File: src/rtl/imem_loader_pkg.sv
// Shared types and constants for the IMEM boot loader.
package imem_loader_pkg;

    typedef enum logic [2:0] {
        IDLE  = 3'd0,
        HDR   = 3'd1,
        DATA  = 3'd2,
        WR    = 3'd3,
        CHK   = 3'd4,
        FIN   = 3'd5,
        DONE  = 3'd6,
        ERROR = 3'd7
    } state_e;

    localparam int DEF_CWIDTH = 16;
    localparam int HDR_BYTES  = DEF_CWIDTH / 8;
    localparam int WORD_BYTES = 4;

    // Header length in bytes for a given count-field width.
    function automatic int hdr_bytes(input int cwidth);
        return cwidth / 8;
    endfunction

endpackage

File: src/rtl/imem_loader_byte_packer.sv
// Little-endian byte-lane shift register: four accepted bytes form one word.
module imem_loader_byte_packer
    import imem_loader_pkg::*;
#(
    parameter int IWIDTH = 32
) (
    input  logic              clk,
    input  logic              rst_n,
    input  logic              clr,
    input  logic              byte_en,
    input  logic [7:0]        byte_in,
    output logic [IWIDTH-1:0] word,
    output logic              last_byte,
    output logic              word_valid
);

    logic [IWIDTH-1:0] word_q, word_d;
    logic [1:0]        cnt_q, cnt_d;
    logic              valid_q, valid_d;

    always_comb begin
        word_d  = word_q;
        cnt_d   = cnt_q;
        valid_d = 1'b0;
        if (clr) begin
            cnt_d = '0;
        end else if (byte_en) begin
            // New byte enters the top lane so byte0 ends up in [7:0].
            word_d  = {byte_in, word_q[IWIDTH-1:8]};
            cnt_d   = cnt_q + 2'd1;
            valid_d = (cnt_q == 2'(WORD_BYTES - 1));
        end
    end

    always_ff @(posedge clk or negedge rst_n) begin
        if (!rst_n) begin
            word_q  <= '0;
            cnt_q   <= '0;
            valid_q <= 1'b0;
        end else begin
            word_q  <= word_d;
            cnt_q   <= cnt_d;
            valid_q <= valid_d;
        end
    end

    assign word       = word_q;
    assign last_byte  = (cnt_q == 2'(WORD_BYTES - 1));
    assign word_valid = valid_q;

endmodule

File: src/rtl/imem_loader.sv
// Boot-time IMEM writer: header count + LE words over valid/ready, holds core in reset until loaded.
// Optional trailing XOR checksum byte enabled by IMEM_LOADER_CHECKSUM_EN.
module imem_loader
    import imem_loader_pkg::*;
#(
    parameter int          IWIDTH    = 32,
    parameter int          AWIDTH    = 32,
    parameter int          CWIDTH    = 16,
    parameter logic [31:0] BASE_ADDR = 32'h0000_0000
) (
    input  logic              clk,
    input  logic              rst,
    input  logic              start,
    input  logic              in_valid,
    input  logic [7:0]        in_data,
    output logic              in_ready,
    output logic              ILoad,
    output logic [AWIDTH-1:0] IAddr,
    output logic [IWIDTH-1:0] instW,
    output logic              cpu_hold,
    output logic              busy,
    output logic              done,
    output logic              err,
    output logic [CWIDTH-1:0] words_loaded
);

    localparam int                HDR_N  = hdr_bytes(CWIDTH);
    localparam logic [AWIDTH-1:0] BASE_A = AWIDTH'(BASE_ADDR);
`ifdef IMEM_LOADER_CHECKSUM_EN
    localparam state_e TAIL_ST = CHK;
`else
    localparam state_e TAIL_ST = FIN;
`endif

    state_e            state_q, state_d;
    logic [CWIDTH-1:0] count_q, count_d;
    logic [7:0]        hdr_cnt_q, hdr_cnt_d;
    logic [AWIDTH-1:0] addr_q, addr_d;
    logic [CWIDTH-1:0] words_q, words_d;
    logic              busy_q, busy_d;
    logic              done_q, done_d;
    logic              hold_q, hold_d;
    logic              pk_clr, pk_en, pk_last, pk_valid;
    logic              accept;
`ifdef IMEM_LOADER_CHECKSUM_EN
    logic [7:0]        csum_q, csum_d;
    logic              err_q, err_d;
`endif

    assign in_ready = (state_q == HDR) || (state_q == DATA) || (state_q == CHK);
    assign accept   = in_valid && in_ready;

    imem_loader_byte_packer #(.IWIDTH(IWIDTH)) u_packer (
        .clk        (clk),
        .rst_n      (rst),
        .clr        (pk_clr),
        .byte_en    (pk_en),
        .byte_in    (in_data),
        .word       (instW),
        .last_byte  (pk_last),
        .word_valid (pk_valid)
    );

    always_comb begin
        state_d   = state_q;
        count_d   = count_q;
        hdr_cnt_d = hdr_cnt_q;
        addr_d    = addr_q;
        words_d   = words_q;
        busy_d    = busy_q;
        done_d    = done_q;
        hold_d    = hold_q;
        pk_clr    = 1'b0;
        pk_en     = 1'b0;
`ifdef IMEM_LOADER_CHECKSUM_EN
        csum_d    = csum_q;
        err_d     = err_q;
`endif
        case (state_q)
            IDLE, DONE, ERROR: begin
                if (start) begin
                    state_d   = HDR;
                    count_d   = '0;
                    hdr_cnt_d = '0;
                    addr_d    = BASE_A;
                    words_d   = '0;
                    busy_d    = 1'b1;
                    done_d    = 1'b0;
                    hold_d    = 1'b1;
                    pk_clr    = 1'b1;
`ifdef IMEM_LOADER_CHECKSUM_EN
                    csum_d    = '0;
                    err_d     = 1'b0;
`endif
                end
            end
            HDR: begin
                if (accept) begin
                    // Header arrives LSB first: shift each byte in from the top.
                    count_d = (CWIDTH'(in_data) << (CWIDTH - 8)) | (count_q >> 8);
                    if (hdr_cnt_q == 8'(HDR_N - 1)) begin
                        hdr_cnt_d = '0;
                        state_d   = (count_d == '0) ? TAIL_ST : DATA;
                    end else begin
                        hdr_cnt_d = hdr_cnt_q + 8'd1;
                    end
                end
            end
            DATA: begin
                if (accept) begin
                    pk_en = 1'b1;
`ifdef IMEM_LOADER_CHECKSUM_EN
                    csum_d = csum_q ^ in_data;
`endif
                    if (pk_last) begin
                        state_d = WR;
                    end
                end
            end
            WR: begin
                words_d = words_q + CWIDTH'(1);
                addr_d  = addr_q + AWIDTH'(WORD_BYTES);
                state_d = (words_d == count_q) ? TAIL_ST : DATA;
            end
`ifdef IMEM_LOADER_CHECKSUM_EN
            CHK: begin
                if (accept) begin
                    if (in_data == csum_q) begin
                        state_d = FIN;
                    end else begin
                        state_d = ERROR;
                        err_d   = 1'b1;
                        busy_d  = 1'b0;
                    end
                end
            end
`endif
            FIN: begin
                state_d = DONE;
            end
            default: begin
                state_d = IDLE;
            end
        endcase
        // Flags take their final value on the edge entering FIN.
        if (state_d == FIN) begin
            done_d = 1'b1;
            busy_d = 1'b0;
            hold_d = 1'b0;
        end
    end

    always_ff @(posedge clk or negedge rst) begin
        if (!rst) begin
            state_q   <= IDLE;
            count_q   <= '0;
            hdr_cnt_q <= '0;
            addr_q    <= BASE_A;
            words_q   <= '0;
            busy_q    <= 1'b0;
            done_q    <= 1'b0;
            hold_q    <= 1'b1;
        end else begin
            state_q   <= state_d;
            count_q   <= count_d;
            hdr_cnt_q <= hdr_cnt_d;
            addr_q    <= addr_d;
            words_q   <= words_d;
            busy_q    <= busy_d;
            done_q    <= done_d;
            hold_q    <= hold_d;
        end
    end

`ifdef IMEM_LOADER_CHECKSUM_EN
    always_ff @(posedge clk or negedge rst) begin
        if (!rst) begin
            csum_q <= '0;
            err_q  <= 1'b0;
        end else begin
            csum_q <= csum_d;
            err_q  <= err_d;
        end
    end
    assign err = err_q;
`else
    assign err = 1'b0;
`endif

    assign ILoad        = (state_q == WR) && pk_valid;
    assign IAddr        = addr_q;
    assign cpu_hold     = hold_q;
    assign busy         = busy_q;
    assign done         = done_q;
    assign words_loaded = words_q;

endmodule

File: config.mk
export PLATFORM = sky130hd
export DESIGN_NAME = imem_loader
export DESIGN_NICKNAME = d
export VERILOG_FILES = /design/src/rtl/imem_loader_pkg.sv /design/src/rtl/imem_loader_byte_packer.sv /design/src/rtl/imem_loader.sv
export SDC_FILE = /design/constraint.sdc
export NUM_CORES = 1
export LEC_CHECK = 0
export CAP_MARGIN = 5
export CORE_ASPECT_RATIO = 1.75
export CORE_MARGIN = 2
export CORE_UTILIZATION = 40
export DETAILED_ROUTE_END_ITERATION = 10
export GPL_TIMING_DRIVEN = 0
export PLACE_DENSITY = 0.6
export SYNTH_ARGS = -nofsm -noshare
export SYNTH_HDL_FRONTEND = slang
export SYNTH_SLANG_ARGS = --single-unit
File: constraint.sdc
create_clock -name clk -period 5.3 [get_ports clk]
set_input_delay 0.53 -clock clk [delete_from_list [all_inputs] [get_ports clk]]
set_output_delay 0.53 -clock clk [all_outputs]
set_load 0.01 [all_outputs]
==> impl_summary.txt, run 1 <==
----------------------------------------------------
[Min path]
  Hold Path Class ... input pin to asynchronous set/reset pin

[Finish]
  Post-layout nets ... around 700
  Final Util ... between 50% and 60%
  Layout overhead on the synthesized area ... 26.81%
  Antenna Cells ... 0
  Commonest cells after routing, fill and taps aside ... 110 x sky130_fd_sc_hd__dfrtp_1, 96 x sky130_fd_sc_hd__nand2_1, 93 x sky130_fd_sc_hd__clkdlybuf4s50_1, 81 x sky130_fd_sc_hd__o21ai_0, 34 x sky130_fd_sc_hd__mux2_2
  Fraction of layout cells with a size suffix above 1 ... a little over a tenth
  Most frequent standard cell in the layout excluding fill and tap cells ... sky130_fd_sc_hd__dfrtp_1

[Logic synthesis]
  Fraction of synthesis flops using an asynchronous set or reset pin ... 100.0%
  Simple-gate area share of the yosys netlist ... 20.78%
  Mean cell area of the mapped netlist ... 9.645 um2
  Netlist area before placement ... 5527 um2
  Xor and xnor area share after synthesis ... 3.170%
  Cell types occupying the most area after synthesis ... sky130_fd_sc_hd__dfrtp_1 50%, sky130_fd_sc_hd__o21ai_0 7.3%, sky130_fd_sc_hd__mux2_2 6.9%
  Number of synthesized register bits ... around 110
  Compound-gate portion of the synthesized area ... roughly an eighth
  Mux contribution to synthesized area ... under 10%
  Largest family of logic cells by synthesized area ... simple AND/OR/NAND/NOR gates
  Unique cell type count in the Yosys netlist ... between 50 and 60
  Mapped Cells ... between 500 and 600
  Share of the yosys chip area belonging to registers ... between 50 and 60%
  Dominant cell type by area after synthesis ... sky130_fd_sc_hd__dfrtp_1
  Number of synthesized flops with an enable pin ... 0
  Most used flip-flop cell after synthesis ... sky130_fd_sc_hd__dfrtp_1
  Area share of the largest cell type after synthesis ... between 40 and 50%
  Count of synthesis-stage warnings from yosys ... 0
  Area share of fa/ha/maj cells after synthesis ... between 1 and 1.5%

[Drt]
  Vias per inst ... between 5 and 6
  Post-detailed-route DRC marker count ... 0
  Top layer used by detailed routing ... met4
  First-pass iteration count of the detailed router ... 4
  Average detailed-routed wire length per instance ... approximately 16 um
  DRT met1 WL ... approximately 5600 um
  Starting DRT DRC Count ... 227
  Amount of wire on met3 after detailed routing ... roughly 530 um
  WL met2 ... about 7400 um
  Final wirelength ... about 14000 um
  Overall via count from detail_route ... between 4000 and 5000
  Remaining number of nets flagged by the antenna check after routing ... 0

[Placed design]
  Detailed-placement wirelength estimate ... 10340 um
  Final RePlAce weighted congestion ... about 0.89
  Port Buffer Count ... between 90 and 100
  Worst Setup Slack post-DPL ... between 2 and 2.5 ns

[Clocking]
  Resized Gates After CTS ... 0
  Buffer depth of the longest clock path ... 2
  CTS sink count ... approximately 110
  Clock slew at reported path FFs ... ~0.08 ns
  TritonCTS clock tree ... built
  Post-CTS setup buffer count ... 0
  Clock H-tree levels ... 3
  Later-pin clock latency in the skew report ... between 0.3 and 0.4 ns
  Quantity of hold-fixing buffers added after cts ... 0
  Root Buffer ... sky130_fd_sc_hd__clkbuf_16
  Number of buffers inserted during clock tree synthesis ... 9

[Outcome]
  Run status ... completed

[Setup path]
  Crit path launch type ... flip-flop
  Maximum fanout along the worst path ... 10
  Sequence of cells on the critical path ... clkbuf_1 -> and3b_1 -> clkbuf_1 -> clkbuf_1 -> and2_1 -> clkdlybuf4s50_1
  Crit path arrival time ... around 2.8 ns
  Crit path top cell by count ... sky130_fd_sc_hd__clkbuf_1
  Data required time at the worst endpoint ... about 4.8 ns
  Largest stage delay on the critical path ... 0.55 ns
  Category of the critical setup timing path ... flip-flop to output pin
  Capturing element type of the critical path ... output pin
  Critical-path cell with the highest stage delay ... sky130_fd_sc_hd__clkdlybuf4s50_1
  Worst Reg-to-Reg Cells ... 9

[Timing]
  Final setup violation count ... 0
  Number of endpoints with negative hold slack in the final report ... 0
  Unrepaired setup endpoints after global routing ... no
  Slew @ Worst Pin ... 0.7327 ns
  Hold Worst Slack ... ~0.16 ns
  Worst Clk Skew ... 0.01261 ns
  Final period utilization ... slightly above 60%
  Max-slew violation total from the final report ... 0
  Achievable Freq ... ~300 MHz
  Final Critical Period ... 3.291 ns
  Headroom to the max-slew limit ... between 50 and 60%
  Worst Setup Slack, final ... about 2 ns

[Pwr]
  Total power consumption of the routed design ... roughly 0.003 W
  Power density over cell area ... 440.1 nW/um2
  Peak supply drop ... around 0.28 mV
  Leakage ... about 2.9 nW

[GRT]
  Global-route usage over all layers ... approximately a fifth
  Pin count of the biggest net entering global routing ... 72
  Vias in the first global route ... ~4600
  Wire length of the first global-routing pass ... 22940 um
  Antenna violations before repair ... 0
  Grt ovf ... 0

[Floorplanning]
  Core Footprint ... 13450 um2
  Die width ... 92.86 um
  Die outline area ... between 10000 and 15000 um2
  Row cnt ... 56
  Initial Util ... roughly 41%
  Ports ... 98
  Vert. Die Dim ... between 150 and 200 um

[Run]
  Max-cap violation count ... 0

----------------------------------------------------
==> cells by family after synthesis <==
logic type               after synthesis
AO/OA/AOI/OAI                        127
XOR/XNOR                              20
adder cells (fa/ha/maj)                5
buffers and inverters                 39
flip-flops                           111
multiplexers                          43
other                                  1
AND/OR/NAND/NOR                      227
==> synthesized netlist by cell type (4+ instances only) <==
library cell                 n
sky130_fd_sc_hd__buf_4       5
sky130_fd_sc_hd__nand2_1    96
sky130_fd_sc_hd__o31ai_1     8
sky130_fd_sc_hd__a31oi_1     9
sky130_fd_sc_hd__o21ai_0    81
sky130_fd_sc_hd__nand3b_1    4
sky130_fd_sc_hd__nor2_1     30
sky130_fd_sc_hd__nor4_1      6
sky130_fd_sc_hd__xor2_1      9
sky130_fd_sc_hd__nand3_1    29
sky130_fd_sc_hd__inv_1       5
sky130_fd_sc_hd__nor3_1     12
sky130_fd_sc_hd__nand4_1    14
sky130_fd_sc_hd__mux2_2     34
sky130_fd_sc_hd__o22ai_1     4
sky130_fd_sc_hd__and2_1      5
sky130_fd_sc_hd__xnor2_1    11
sky130_fd_sc_hd__dfrtp_1   110
sky130_fd_sc_hd__ha_1        5
sky130_fd_sc_hd__and3_1      9
sky130_fd_sc_hd__mux2i_1     9
sky130_fd_sc_hd__a21oi_1    10
sky130_fd_sc_hd__clkbuf_1   23
==> per-stage QoR <==
step | area, um2 | TNS (ns) | instances
4_1_cts | 7008 | 0 | 860
3_5_place_dp | 6718 | 0 | 844
3_3_place_gp | 6693 | -67.04 | 843
5_1_grt | 7008 | 0 | 860
6_report | 7008 | 0 | 860
2_1_floorplan | 5534 | 0 | 575
==> final timing paths <==
check / startpoint / endpoint / slack [ns]
worst max-delay path: state_q[0] / ILoad / 2.01
worst min-delay path: rst / IAddr[31] / 0.16
worst max register to register: words_loaded[0] / busy / 2.64
worst min register to register: IAddr[31] / IAddr[31] / 0.48
max in group asynchronous: rst / u_packer.word[31] / 4.40
min in group clk: IAddr[31] / IAddr[31] / 0.48
==> sequential cells by signal, indices dropped and copies added (netlist names) <==
| name | cells |
|---|---|
| cpu_hold | 1 |
| words_loaded | 16 |
| busy | 1 |
| u_packer.word | 32 |
| IAddr | 30 |
| count_q | 16 |
| done | 1 |
| u_packer.cnt_q | 2 |
| state_q | 3 |
| hdr_cnt_q | 8 |
| u_packer.word_valid | 1 |
==> layout make-up <==
cell class | count | area (um2)
Fill cell | 1272 | 6445
Inverter | 5 | 18.77
Sequential cell | 111 | 2779
Clock buffer | 10 | 239.0
Tap cell | 174 | 217.7
Multi-Input combinational cell | 425 | 2586
Timing Repair Buffer | 95 | 965.9
Clock inverter | 6 | 51.30
Buffer | 34 | 150.1
==> per-layer routing <==
layer  vias to the layer above  global-route usage (%)
met5                         -                       0
met1                      2260                   22.90
met3                        19                   4.307
met4                         0                   8.088
met2                        95                   33.70
li1                       2250                       -
==> where the power goes <==
part           total (W)  internal [W]  switching [W]
clock network   0.000669      0.000340       0.000329
registers        0.00121       0.00105       0.000163
logic            0.00120      0.000568       0.000633
==> critical path, delay by kind of cell, from the launching register on <==
family	cells	cell delay, ns
buf+inv	4	1.66
simple gates	2	0.44
flops	1	0.33
Note: power is estimated with default switching activity, not from simulation.
==> run 2, diff against run 1 <==
PLACE_DENSITY = 0.63   (was 0.6)
clock period = 3 ns   (was 5.3 ns; I/O delays follow)
==> run 2 against run 1 <==
Compared with the run above: critical path type unchanged; clock skew increased by 0.0010 ns; sequential cell count unchanged; critical endpoint unchanged; combinational power increased by 79%; sequential power increased by 78%; global-route usage increased by 0.49 points; largest power group unchanged.
==> impl_summary.txt, run 2 (same netlist as run 1, synthesis figures left out) <==
----------------------------------------------------
[Timing]
  Achievable Freq ... around 360 MHz
  Worst Clk Skew ... 0.01362 ns (+0.001007 ns)
  Number of endpoints with negative hold slack in the final report ... 0 (unchanged)
  Headroom to the max-slew limit ... 54.18% (+3.4 points)
  Final Critical Period ... approximately 2.8 ns
  Final setup violation count ... 0 (unchanged)
  Max-slew violation total from the final report ... 0 (unchanged)
  Slew @ Worst Pin ... 0.6821 ns (-0.05062 ns)
  Worst Setup Slack, final ... 0.2020 ns (-1.807 ns)
  Hold Worst Slack ... 0.4759 ns (+0.3168 ns)
  Unrepaired setup endpoints after global routing ... no
  Final period utilization ... roughly 93%

[Drt]
  Average detailed-routed wire length per instance ... 16.48 um (+2.5%)
  First-pass iteration count of the detailed router ... 5 (+1)
  Remaining number of nets flagged by the antenna check after routing ... 0 (unchanged)
  Post-detailed-route DRC marker count ... 0 (unchanged)
  Overall via count from detail_route ... 4666 (+0.91%)
  Starting DRT DRC Count ... 278 (+22%)
  Final wirelength ... 14170 um (+2.5%)
  Vias per inst ... 5.426 (+0.91%)

[Pwr]
  Net Sw Power ... 0.002018 W (+79%)
  Combinational cell fraction of total power ... 38.2% (-0.8 points)
  Share of power burned in registers ... 38.2% (-1.1 points)
  Power density over cell area ... 796.6 nW/um2 (+81%)
  Net switching fraction of the power ... 35.90% (-0.59 points)
  Peak supply drop ... 0.5814 mV (+110%)
  Leakage ... 2.963 nW (+0.78%)
  Share of total power in the clock network ... 23.6% (+1.9 points)
  Internal power ... 0.003604 W (+84%)

[Finish]
  Antenna Cells ... 0 (unchanged)
  Fraction of layout cells with a size suffix above 1 ... 11.08% (+0.29 points)
  Commonest cells after routing, fill and taps aside ... 110 x sky130_fd_sc_hd__dfrtp_1, 96 x sky130_fd_sc_hd__nand2_1, 93 x sky130_fd_sc_hd__clkdlybuf4s50_1, 81 x sky130_fd_sc_hd__o21ai_0, 34 x sky130_fd_sc_hd__mux2_2
  Post-layout nets ... 698 (unchanged)
  Final cell area excluding filler cells ... 7058 um2 (+0.71%)
  Layout overhead on the synthesized area ... 27.71%
  Number of flip-flops under the largest register name ... 32 (unchanged)
  Most frequent standard cell in the layout excluding fill and tap cells ... sky130_fd_sc_hd__dfrtp_1

[Clocking]
  Buffer depth of the longest clock path ... 2 (unchanged)
  Clock H-tree levels ... 3 (unchanged)
  Later-pin clock latency in the skew report ... 0.36 ns (about the same)
  CTS sink count ... 111 (unchanged)
  Root Buffer ... sky130_fd_sc_hd__clkbuf_16
  Clock slew at reported path FFs ... 0.08 ns (about the same)
  TritonCTS clock tree ... built
  Number of buffers inserted during clock tree synthesis ... 9 (unchanged)
  Post-CTS setup buffer count ... 0 (unchanged)

[Floorplanning]
  Die width ... 92.86 um (unchanged)
  Initial Util ... 41.08% (unchanged)
  Die outline area ... 14810 um2 (unchanged)
  Row cnt ... 56 (unchanged)
  Vert. Die Dim ... 159.5 um (unchanged)
  Core Footprint ... 13450 um2 (unchanged)
  Ports ... 98 (unchanged)

[Min path]
  Hold Path Class ... input pin to asynchronous set/reset pin

[Placed design]
  Worst Setup Slack post-DPL ... 0.2900 ns (-2.072 ns)
  Dpl cell area ... 6718 um2 (unchanged)
  Final RePlAce weighted congestion ... 0.9181 (+3.6%)
  Detailed-placement wirelength estimate ... 10510 um (+1.6%)
  Port Buffer Count ... 94 (unchanged)

[Outcome]
  Run status ... completed

[Setup path]
  Category of the critical setup timing path ... flip-flop to output pin
  Worst Reg-to-Reg Cells ... 9 (unchanged)
  Crit path arrival time ... 2.50 ns (-0.26 ns)
  Capturing element type of the critical path ... output pin
  Startpoint of the most critical setup path ... state_q[0]
  Flop2flop setup slack ... 0.35 ns (-2.29 ns)
  Critical R2R Capture ... done
  Reg-to-reg critical path startpoint ... words_loaded[0]
  Worst setup path endpoint ... ILoad
  Data required time at the worst endpoint ... 2.70 ns (-2.07 ns)
  Maximum fanout along the worst path ... 10 (unchanged)
  Crit path launch type ... flip-flop

[GRT]
  Vias in the first global route ... 4679 (+2.8%)
  Wire length of the first global-routing pass ... 23590 um (+2.8%)
  Pin count of the biggest net entering global routing ... 72 (unchanged)
  Global-route usage over all layers ... 19.93% (+0.49 points)
  Antenna violations before repair ... 0 (unchanged)
  Grt ovf ... 0 (unchanged)

[Run]
  Max-cap violation count ... 0 (unchanged)

----------------------------------------------------
run 2: per-stage QoR:
step	setup TNS, ns	power (W)	util [%]	std cells
2_1_floorplan	0	0.003363	-	575
3_3_place_gp	-288.47	0.004252	49.75	843
3_5_place_dp	0	0.004320	49.93	844
4_1_cts	0	0.005658	52.46	861
5_1_grt	0	0.006001	52.46	860
6_report	0	0.005622	52.46	860
run 2: worst min-delay path by stage:
| stage | start | cells past startpoint | to | slack (ns) |
|---|---|---|---|---|
| after floorplan | rst | 0 | IAddr[10] | 0.004 |
| after global placement | IAddr[31] | 1 | IAddr[31] | 0.47 |
| after detailed placement | rst | 1 | IAddr[31] | 0.33 |
| after CTS | IAddr[31] | 1 | IAddr[31] | 0.49 |
| after global routing | IAddr[31] | 1 | IAddr[31] | 0.51 |
| final | rst | 2 | IAddr[7] | 0.48 |
run 2: layout make-up:
class / instances / area [um2]
buffer: 33 / 147.6
clock buffer: 9 / 225.2
clock inverter: 7 / 102.6
fill: 1261 / 6395
inverter: 5 / 18.77
multi-input combinational: 425 / 2591
sequential: 111 / 2779
tap: 174 / 217.7
timing repair buffer: 96 / 975.9
run 2: metal layers:
layer	wire length, um	global-route usage (%)
met1	5700	23.69
met2	7642	35.47
met3	458	3.029
met4	369	7.955
met5	0	0
run 2: critical path: stages, from the launching register on:
cell and delay, ns:
sky130_fd_sc_hd__dfrtp_1 0.33, sky130_fd_sc_hd__clkbuf_1 0.27, sky130_fd_sc_hd__and3b_1 0.45, sky130_fd_sc_hd__clkbuf_2 0.35, sky130_fd_sc_hd__and2_1 0.21, sky130_fd_sc_hd__clkdlybuf4s50_1 0.55
run 2: power by group through the flow:
| stage | combinational (W) | sequential (W) | clock, W |
|---|---|---|---|
| floorplan | 0.00114 | 0.00222 | 0 |
| global placement | 0.00210 | 0.00215 | 0 |
| detailed placement | 0.00215 | 0.00217 | 0 |
| CTS | 0.00216 | 0.00215 | 0.00135 |
| global route | 0.00238 | 0.00221 | 0.00141 |
| finish | 0.00215 | 0.00215 | 0.00133 |
run 2: timing repair:
item                                    in CTS  in global routing
hold endpoints to repair                    39                  0
cloned                                       0                  0
hold buffers                                 1                  0
resized for setup                            1                  1
endpoints found under the setup margin       1                  2
